**config.mk**
```make
export PLATFORM = sky130hd
export DESIGN_NAME = captura_numero
export DESIGN_NICKNAME = d
export VERILOG_FILES = /design/src/rtl/captura_numero.sv
export SDC_FILE = /design/constraint.sdc
export NUM_CORES = 1
export LEC_CHECK = 0
export CORE_MARGIN = 1.5
export CORE_UTILIZATION = 48
export CTS_CLUSTER_DIAMETER = 30
export DETAILED_ROUTE_END_ITERATION = 12
export GPL_TIMING_DRIVEN = 0
export PLACE_DENSITY = 0.82
export RECOVER_POWER = 100
export SYNTH_ARGS = -nofsm -noshare
export SYNTH_HDL_FRONTEND = slang
export SYNTH_SLANG_ARGS = --single-unit
```
**constraint.sdc**
```tcl
create_clock -name clk -period 3.9 [get_ports clk]
set_clock_uncertainty 0.05 [all_clocks]
set_input_delay 0.585 -clock clk [delete_from_list [all_inputs] [get_ports clk]]
set_output_delay 0.585 -clock clk [all_outputs]
set_load 0.05 [all_outputs]
```
**src/rtl/captura_numero.sv**
```systemverilog
// Keypad entry capture: debounces scanner codes, accepts one event per press,
// and assembles up to three BCD digits into a binary number committed by '#'.
module captura_numero #(
    parameter int STABLE_CYC  = 10_000,
    parameter int RELEASE_CYC = 60_000
) (
    input  logic        clk,
    input  logic        rst,
    input  logic [3:0]  boton,
    output logic [3:0]  tecla,
    output logic        tecla_valida,
    output logic [11:0] digitos,
    output logic [1:0]  num_digitos,
    output logic [9:0]  numero,
    output logic        valido
);

    localparam int MAX_CYC = (RELEASE_CYC > STABLE_CYC) ? RELEASE_CYC : STABLE_CYC;
    localparam int CNT_W   = (MAX_CYC > 2) ? $clog2(MAX_CYC) : 1;
    localparam logic [CNT_W-1:0] STB_LAST = CNT_W'(STABLE_CYC - 1);
    localparam logic [CNT_W-1:0] REL_LAST = CNT_W'(RELEASE_CYC - 1);
    localparam logic [3:0] NO_KEY = 4'b1111;
    localparam logic [3:0] K_STAR = 4'b1101;
    localparam logic [3:0] K_HASH = 4'b1110;

    typedef enum logic [1:0] {IDLE, CONFIRM, WAIT_REL} state_t;

    state_t           state_q, state_d;
    logic [CNT_W-1:0] cnt_q, cnt_d;
    logic [3:0]       cand_q, cand_d;
    logic [3:0]       tecla_q, tecla_d;
    logic             tv_q, tv_d;
    logic [11:0]      dig_q, dig_d;
    logic [1:0]       num_q, num_d;
    logic [9:0]       acc_q, acc_d;
    logic [9:0]       numero_q, numero_d;
    logic             valido_q, valido_d;
    logic             accept;

    // At most two digits are held when a third is pushed, so acc*10+d <= 999.
    function automatic logic [9:0] acc_push(input logic [9:0] acc, input logic [3:0] d);
        return acc * 10'd10 + {6'd0, d};
    endfunction

    always_comb begin
        state_d  = state_q;
        cnt_d    = cnt_q;
        cand_d   = cand_q;
        tecla_d  = tecla_q;
        tv_d     = 1'b0;
        dig_d    = dig_q;
        num_d    = num_q;
        acc_d    = acc_q;
        numero_d = numero_q;
        valido_d = 1'b0;
        accept   = 1'b0;

        case (state_q)
            IDLE: begin
                if (boton != NO_KEY) begin
                    state_d = CONFIRM;
                    cand_d  = boton;
                    cnt_d   = CNT_W'(1);
                end
            end
            CONFIRM: begin
                if (boton == cand_q) begin
                    if (cnt_q == STB_LAST) begin
                        accept  = 1'b1;
                        state_d = WAIT_REL;
                        cnt_d   = '0;
                    end else begin
                        cnt_d = cnt_q + CNT_W'(1);
                    end
                end else begin
                    state_d = IDLE;
                    cnt_d   = '0;
                end
            end
            WAIT_REL: begin
                // Scanner gaps between column hits show as no-key; only a long run counts as release.
                if (boton == NO_KEY) begin
                    if (cnt_q == REL_LAST) begin
                        state_d = IDLE;
                        cnt_d   = '0;
                    end else begin
                        cnt_d = cnt_q + CNT_W'(1);
                    end
                end else begin
                    cnt_d = '0;
                end
            end
            default: begin
                state_d = IDLE;
                cnt_d   = '0;
            end
        endcase

        if (accept) begin
            tecla_d = cand_q;
            tv_d    = 1'b1;
            if (cand_q <= 4'd9) begin
                if (num_q != 2'd3) begin
                    dig_d = {dig_q[7:0], cand_q};
                    acc_d = acc_push(acc_q, cand_q);
                    num_d = num_q + 2'd1;
                end
            end else if (cand_q == K_HASH) begin
                if (num_q != 2'd0) begin
                    numero_d = acc_q;
                    valido_d = 1'b1;
                    dig_d    = '0;
                    num_d    = '0;
                    acc_d    = '0;
                end
            end else if (cand_q == K_STAR) begin
                dig_d = '0;
                num_d = '0;
                acc_d = '0;
            end
        end
    end

    always_ff @(posedge clk) begin
        if (rst) begin
            state_q  <= IDLE;
            cnt_q    <= '0;
            cand_q   <= NO_KEY;
            tecla_q  <= NO_KEY;
            tv_q     <= 1'b0;
            dig_q    <= '0;
            num_q    <= '0;
            acc_q    <= '0;
            numero_q <= '0;
            valido_q <= 1'b0;
        end else begin
            state_q  <= state_d;
            cnt_q    <= cnt_d;
            cand_q   <= cand_d;
            tecla_q  <= tecla_d;
            tv_q     <= tv_d;
            dig_q    <= dig_d;
            num_q    <= num_d;
            acc_q    <= acc_d;
            numero_q <= numero_d;
            valido_q <= valido_d;
        end
    end

    assign tecla        = tecla_q;
    assign tecla_valida = tv_q;
    assign digitos      = dig_q;
    assign num_digitos  = num_q;
    assign numero       = numero_q;
    assign valido       = valido_q;

endmodule
```
# After elaboration in Yosys (flattened, before gate mapping)
# Index checks and enable logic that the tools add are counted.
word_totals:
  reg_bits: 62
  in_bits: 6
  out_inout_bits: 30
  word_cells: 74
classes:
  n_addsub: 3
  multipliers: 1
  order_cmp: 1
  eq_ne: 16
  n_mux: 32
  n_bitwise: 3
  n_reduce_logical: 8
ops:
  columns: ["operator", "count"]
  rows:
  - ["16-bit 2-to-1 mux", 5]
  - ["12-bit 2-to-1 mux", 5]
  - ["10-bit 2-to-1 mux", 5]
  - ["16-bit case mux with 3 select lines", 1]
  - ["2-bit 2-to-1 mux", 10]
  - ["16-bit by 1-bit adder with 16-bit output (second input constant)", 1]
  - ["16-bit by 14-bit == test with 1-bit output (second input constant)", 1]
  - ["16-bit == test (second input constant)", 1]
  - ["4-bit == test (second input constant)", 3]
  - ["4-bit AND reduction", 3]
  - ["10-bit by 4-bit adder with 10-bit output", 1]
  - ["10-bit by 3-bit multiplier with 9-bit output (second input constant)", 1]
  - ["2-bit inequality test (second input constant)", 4]
  - ["2-bit case mux with 3 select lines", 1]
  - ["1-bit 2-to-1 mux", 5]
  - ["4-bit == test", 1]
  - ["4-bit less-or-equal comparator (second input constant)", 1]
  - ["4-bit inequality test (second input constant)", 1]
  - ["4-bit OR reduction", 1]
  - ["3-bit by 2-bit inequality test with 1-bit output (second input constant)", 1]
  - ["3-bit inequality test (second input constant)", 1]
  - ["1-bit NOT", 3]
  - ["3-bit nonzero test", 1]
  - ["2-bit by 1-bit adder with 2-bit output (second input constant)", 1]
  - ["other kinds (6)", 6]

# Longest topological paths before layout
# Gate-level depths: netlist (run 1).
depth:
  ltp_word: 6
  mapped_depth: 9

# Worst setup path after synthesis (run 1)
# OpenSTA, ideal clock, no wires.
synth_timing:
  path_kind: "register to register"
  startpoint: "register acc_q[1]"
  endpoint: "register acc_q[9]"
  arrival_ns: 2.561
  path_slack_ns: 1.167
  path_stages_with_launch: 10
  synth_period_minus_slack_ns: 2.733
  path_cell_list: "dfxtp_1 -> ha_1 -> ha_1 -> fa_1 -> a211oi_1 -> o22ai_1 -> and4bb_2 -> xnor2_1 -> and4_1 -> a311o_1"
synth_between:
  elab_chain_cells: 4
synth_rtl:
  columns: ["element", "line", "text"]
  rows:
  - ["from (decl)", "35", "logic [9:0] acc_q, acc_d;"]
  - ["from (signal assigned)", "133", "acc_q <= '0;"]
  - ["from (signal assigned)", "144", "acc_q <= acc_d;"]
  - ["10-bit by 3-bit multiplier with 9-bit output", "42", "return acc * 10'd10 + {6'd0, d};"]
  - ["10-bit by 4-bit adder with 10-bit output", "42", null]
  - ["10-bit 2-to-1 mux", "103", "if (num_q != 2'd3) begin"]
  - ["10-bit 2-to-1 mux", "102", "if (cand_q <= 4'd9) begin"]
# Every way passes these cells. The select of a mux whose other input is x is not followed.
# A chain may end at the register's enable or synchronous reset.

# Worst setup path in the final report (run 1)
layout_timing:
  startpoint: "input port boton[1]"
  endpoint: "register numero_q[2], in the netlist numero[2]"
layout_between:
  elab_chain_cells: 4
layout_rtl:
  columns: ["element", "line", "text"]
  rows:
  - ["from (decl)", "9", "input logic [3:0] boton,"]
  - ["4-bit == test", "67", "if (boton == cand_q) begin"]
  - ["1-bit 2-to-1 mux", "67", null]
  - ["1-bit 2-to-1 mux", "58", "case (state_q)"]
  - ["4-bit AND reduction (no line)", null, null]
  - ["to (signal assigned)", "145", "numero_q <= numero_d;"]
  - ["to (decl)", "36", "logic [9:0] numero_q, numero_d;"]
# Every way passes these cells.

==> results of run 1 <==
layout make-up:
cell class,count,area (um^2)
clock buffer,12,155.1
multi-input combinational,280,1782
buffer,15,72.57
sequential,61,1221
fill,572,2590
tap,77,96.34
inverter,6,22.52
timing repair buffer,34,340.3
clock inverter,4,70.07
stage by stage:
step	util (%)	cell area, um^2
finish	59.21	3760
floorplan	-	3143
global placement	56.37	3580
detailed placement	56.37	3580
global route	59.21	3760
CTS	59.92	3805
per-layer routing:
metal  up-vias  track usage (%)
met5         -                0
met4         0            8.644
met3        16            5.341
met2        56            35.63
met1      1321            25.02
li1       1352                -
critical path, delay by kind of cell:
family / cells / cell delay (ns)
buffers and inverters: 2 / 1.16
XOR/XNOR: 1 / 0.22
AND/OR/NAND/NOR: 4 / 1.18
multiplexers: 1 / 0.27
cell usage in the layout, fill, tap and decap left out, drive strengths merged, types with 3 or more instances in the layout:
cell type / synthesis / final
a211oi: 3 / 3
a21oi: 29 / 29
a31oi: 3 / 3
and3: 3 / 3
and4bb: 3 / 3
buf: 7 / 3
clkbuf: 8 / 24
clkdlybuf4s50: 0 / 3
dfxtp: 61 / 61
dlygate4sd3: 0 / 31
ha: 17 / 17
inv: 6 / 6
mux2i: 14 / 14
nand2: 67 / 67
nand2b: 3 / 3
nand3: 16 / 16
nand3b: 3 / 3
nand4: 4 / 4
nand4b: 3 / 3
nor2: 39 / 39
nor3: 4 / 4
nor4: 4 / 4
o21a: 3 / 3
o21ai: 10 / 10
o21bai: 4 / 4
xnor2: 15 / 15
xor2: 9 / 9
Yosys cell counts, types with 4 or more instances:
cell type,n
nand2_1,66
o21bai_1,4
xor2_1,9
a21oi_1,29
mux2i_1,14
xnor2_1,15
nor2_1,39
ha_1,17
dfxtp_1,61
nand3_1,16
clkbuf_1,7
inv_1,6
buf_6,4
o21ai_0,9
nand4_1,4
sequential cells by signal (all words and copies together), names as in the netlist:
name,cells
digitos,12
num_digitos,2
valido,1
state_q,2
tecla_valida,1
acc_q,9
tecla,4
numero,10
cand_q,4
cnt_q,16
worst paths after layout:
path | start | to | slack (ns) | depth (start not counted)
worst max-delay path | boton[1] | numero[2] | 0.65 | 8
worst min-delay path | digitos[9] | digitos[9] | 0.40 | 2
worst max register to register | cnt_q[0] | numero[2] | 0.78 | 9
worst min register to register | digitos[9] | digitos[9] | 0.40 | 2
cells by family after synthesis:
logic type      share of synthesized area [%]
simple gates                            25.72
compound gates                          12.38
flops                                   38.85
xor+xnor                                6.688
buf+inv                                 3.861
fa+ha+maj                               8.041
mux                                     4.458
power by group through the flow:
| stage | logic (W) | clock network [W] | registers (W) |
|---|---|---|---|
| after CTS | 0.0000804 | 0.000642 | 0.000647 |
| after global placement | 0.0000761 | 0 | 0.000661 |
| after floorplan | 0.0000594 | 0 | 0.000656 |
| after detailed placement | 0.0000780 | 0 | 0.000661 |
| final | 0.0000794 | 0.000635 | 0.000648 |
| after global routing | 0.0000899 | 0.000668 | 0.000649 |
==> summary.md, run 1 <==
| Metric | Value |
|---|---|
| CP required | around 4.1 ns |
| Iter 0 DRT Violations | approximately 160 |
| Sw Share | between 20% and 30% |
| Vias | roughly 2700 |
| Resize count post-CTS | 0 |
| Worst path cell trace | dlygate4sd3_1, xnor2_1, nand3_1, nor4_4, and3b_1, clkbuf_1, mux2i_1, nor2_1 |
| Synth Warn # | 0 |
| Final Hold Vio Count | 0 |
| Starting Density | between 40% and 50% |
| Leak Pwr | roughly 1.5 nW |
| Die Ht | between 80 and 90 um |
| Total gr overflow | 0 |
| Non-filler cells, final | 489 |
| Clk_lat worst skew | roughly 0.35 ns |
| Clock share of power | between 40% and 50% |
| Initial antenna violation count | 0 |
| Min-Delay Path Class | reg -> reg |
| Register area share after synthesis | 38.85% |
| Layout cells sized above 1 | 6.553% |
| P_sw | roughly 0.0003 W |
| Tcrit/Tclk final | roughly 83% |
| Core Footprint | 6350 um^2 |
| Max-slew violations | 0 |
| Max IR drop VDD | between 200 and 300 uV |
| Met1 wire length | approximately 3 mm |
| Slew HR | a little over half |
| Vias in the first global route | 2643 |
| Gate power share | roughly 5.8% |
| Setup ws final | 0.6468 ns |
| DP HPWL | between 5 and 6 mm |
| Slowest cell on the critical path | nor4_4 |
| Post-route ant nets | 0 |
| First-pass GRT wire length | 11.91 mm |
| Post-Synthesis Cells | between 300 and 400 |
| FFs w/ async S/R, synth | 0% |
| Num CTS Buffers | 9 |
| CTS sink cnt | a little over 60 |
| Seq pwr share | between 40% and 50% |
| Syn Nets | 387 |
| Post-synthesis cell area | approximately 3100 um^2 |
| Vias per cell | about 5.6 |
| Share of the synthesized area in the top cell type | between 30% and 40% |
| Setup TNS | 0 ns |
| WP data arrival | 3.42 ns |
| Yosys reg bits | 61 |
| RSZ-0062 raised after global routing | no |
| IO Count | 36 |
| Max_cap viols | 0 |
| TritonRoute pass-1 iters | 4 |
| Clock root buffer | clkbuf_8 |
| Diodes inserted | 0 |
| Die area | between 7000 and 8000 um^2 |
| Post-CTS Setup Bufs | 0 |
| Overall power | 0.001362 W |
| Slowest stage delay, CP | around 0.64 ns |
| Met2 routed WL | 3.430 mm |
| Pin count of the biggest net entering global routing | 11 |
| GRT Overall Usage | around a fifth |
| Nets | between 400 and 500 |
| Synth cell types | between 50 and 60 |
| H-tree depth | 3 |
| Drt wl/cell | approximately 14 um |
| Die width | 83.92 um |
| Placed Cells | between 400 and 500 |
| Site Rows | 29 |
| Final WL | ~6.9 mm |
| Post-placement setup slack | roughly 0.9 ns |
| CP max FO | 10 |
| Status | complete, no violations |
| Gpl congestion | 0.8707 |
| CP endpoint kind | register |
| Slew of the pin with the lowest slew margin | ~0.69 ns |
| Final min period | between 3 and 4 ns |
| Top layer in use | met4 |
| Area grow syn2layout | 19.63% |
| Int Pwr | about 0.0011 W |
| Ys flop type | dfxtp_1 |
| Main area contributors after synthesis | dfxtp_1, nand2_1, ha_1, nor2_1, a21oi_1 |
| Metal3 WL | 289 um |
| Critical path class | in -> reg |
| Power Dens Cells | between 300 and 400 nW/um^2 |
| Synthesized area per cell | 8.682 um^2 |
| Setup Viol. Count Final | 0 |
| Cts hold-fix bufs | 0 |
| F_max | 307.4 MHz |
| Hold WS | about 0.4 ns |
| CTS clock-pin slew for the worst setup and hold paths | approximately 0.06 ns |
| Count of input and output buffers | 34 |
| Synth area leader | dfxtp_1 |
| Clock buffer depth | 2 |
| Critical path startpoint category | input pin |
| EDFF count, synth | 0 |
| CTS tree | built |
| Residual DRC | 0 |
No activity file was read; power rests on OpenSTA's default activity.
==> run 2, diff against run 1 <==
==> constraint.sdc (replaced) <==
create_clock -name clk -period 3.1 [get_ports clk]
set_clock_uncertainty 0.05 [all_clocks]
set_input_delay 0.465 -clock clk [delete_from_list [all_inputs] [get_ports clk]]
set_output_delay 0.465 -clock clk [all_outputs]
set_load 0.05 [all_outputs]
==> run 2 against run 1 <==
Against the previous run: highest routed layer unchanged; design area up 0.53%; critical endpoint is now acc_q[9]; sequential power increased by 26%; first-iteration DRC count is 2.6% lower; critical path type is now reg -> reg.
==> summary.md, run 2 (synthesis results as in run 1) <==
| Metric | Value |
|---|---|
| Status | complete, no violations |
| Post-CTS Setup Bufs | 0 |
| Max IR drop VDD | about 360 uV |
| Reg2reg setup slack | around 0.19 ns |
| Core Footprint | ~6300 um^2 |
| Leak Pwr | 1.490 nW |
| Slowest stage delay, CP | 0.44 ns |
| H-tree depth | 3 |
| Count of input and output buffers | 34 |
| Clk_lat worst skew | between 0.3 and 0.4 ns |
| Die Ht | approximately 84 um |
| Most frequent cells in the layout | nand2_1, dfxtp_1, nor2_1 |
| RSZ-0062 raised after global routing | no |
| First-pass GRT wire length | about 12 mm |
| Most flops, register | cnt_q |
| Num CTS Buffers | 9 |
| Final Hold Vio Count | 0 |
| Critical path class | reg -> reg |
| Vias in the first global route | about 2600 |
| Max-slew violations | 0 |
| Slew of the pin with the lowest slew margin | 0.5985 ns |
| CP max FO | 4 |
| Die width | ~84 um |
| GRT Overall Usage | approximately a fifth |
| Starting Density | 49.50% |
| Area grow syn2layout | 20.26% |
| Hold Path End | digitos[9] |
| Footprint of the multi-input gates | between 1500 and 2000 um^2 |
| Worst path cell trace | ha_1, ha_1, fa_1, a211oi_2, o22ai_1, and4bb_2, xnor2_1, and4_1, a311o_1 |
| Slowest cell on the critical path | fa_1 |
| Min-Delay Path Class | reg -> reg |
| Residual DRC | 0 |
| Slew HR | between 50% and 60% |
| Layout cells sized above 1 | between 8 and 9% |
| Final min period | 2.910 ns |
| CTS tree | built |
| Top layer in use | met4 |
| Min-delay src | digitos[9] |
| Reg2reg start | acc_q[3] |
| Diodes inserted | 0 |
| # fillers | approximately 570 |
| CP endpoint kind | register |
| Max reg flops | 16 |
| Clock root buffer | clkbuf_8 |
| Gpl congestion | just under 0.9 |
| CTS sink cnt | 61 |
| CTS clock-pin slew for the worst setup and hold paths | around 0.07 ns |
| WHS Path Cells | 2 |
| Worst-case reg-to-reg path depth | 9 |
| DP HPWL | between 5 and 6 mm |
| WP data arrival | between 3 and 4 ns |
| TritonRoute pass-1 iters | 4 |
| Setup TNS | 0 ns |
| Commonest non-fill, non-tap cell in the layout | nand2_1 |
| Max_cap viols | 0 |
| Met1 wire length | between 3 and 4 mm |
| Setup Viol. Count Final | 0 |
| Metal3 WL | roughly 260 um |
| F_max | between 300 and 400 MHz |
| Vias per cell | around 5.6 |
| FF/Latch Area | 1222 um^2 |
| Worst r2r dst | acc_q[9] |
| IO Count | 36 |
| Clock buffer depth | 2 |
| Pin count of the biggest net entering global routing | 11 |
| Crit path top cell by count | ha_1 |
| Vias | roughly 2700 |
| Nets | 432 |
| Initial antenna violation count | 0 |
| Critical path startpoint category | register |
| Util after Layout | 59.53% |
| Final WL | 6.944 mm |
| Total gr overflow | 0 |
| Post-route ant nets | 0 |
| Met2 routed WL | around 3.5 mm |
| CP required | 3.28 ns |
| Site Rows | 29 |
| Drt wl/cell | roughly 14 um |
| Power Dens Cells | 453.3 nW/um^2 |
| Iter 0 DRT Violations | 152 |
| Tcrit/Tclk final | between 90 and 100% |
| Die area | between 7000 and 8000 um^2 |
==> run 2: how the worst max path moves through the flow <==
stage | endpoint | depth (start not counted) | startpoint
3_3_place_gp | acc_q[9] | 9 | acc_q[1]
6_report | acc_q[9] | 9 | acc_q[3]
2_1_floorplan | acc_q[9] | 9 | acc_q[1]
5_1_grt | numero[3] | 9 | cnt_q[0]
4_1_cts | acc_q[9] | 9 | acc_q[1]
3_5_place_dp | acc_q[9] | 9 | acc_q[1]
==> run 2: final cells by class <==
type | instances | share of cell area, %
buffer | 15 | 1.986
sequential | 61 | 32.34
clock buffer | 12 | 4.105
multi-input combinational | 280 | 47.57
timing repair buffer | 34 | 9.004
tap | 77 | 2.549
inverter | 6 | 0.5958
clock inverter | 4 | 1.854
==> run 2: worst max-delay path: cells and delay by family (launching register included) <==
family	cells	cell delay (ns)
AOI/OAI and AO/OA	3	0.76
and+or+nand+nor	2	0.53
xor gates and xnor gates	1	0.09
adders and majority gates	3	0.94
DFF	1	0.42
==> run 2: power breakdown <==
| group | internal [W] | switching, W | total (W) |
|---|---|---|---|
| combinational | 0.0000387 | 0.0000612 | 0.0000999 |
| sequential | 0.000795 | 0.0000209 | 0.000816 |
| clock | 0.000494 | 0.000304 | 0.000798 |
==> run 2: repair_timing <==
action	4_1_cts	5_1_grt
gates resized for setup	0	3
setup endpoints to repair	0	1
hold buffers	0	0
==> run 2: layer usage <==
layer  GRT usage, %  vias up
met5              0        -
met4          8.644        0
met3          5.341       12
met2          35.63       56
met1          25.02     1318
li1               -     1351
==> run 2: through the flow <==
step	power [W]	setup WS [ns]	hold slack [ns]	std cells	area [um^2]
2_1_floorplan	0.0008999	0.3673	0.3982	362	3143
3_3_place_gp	0.0009275	0.1814	0.3869	473	3580
3_5_place_dp	0.0009303	0.1360	0.4016	473	3580
4_1_cts	0.001723	0.1076	0.4086	489	3805
5_1_grt	0.001770	0.05627	0.4244	489	3780
6_report	0.001713	0.1902	0.4043	489	3780
==> run 3, diff against run 2 <==
--- a/config.mk
+++ b/config.mk
@@ -15,3 +15,4 @@
 export SYNTH_ARGS = -nofsm -noshare
 export SYNTH_HDL_FRONTEND = slang
 export SYNTH_SLANG_ARGS = --single-unit
+export TNS_END_PERCENT = 30
==> results of run 3 <==
Final layout, timing and power as in run 2 (identical DEF).
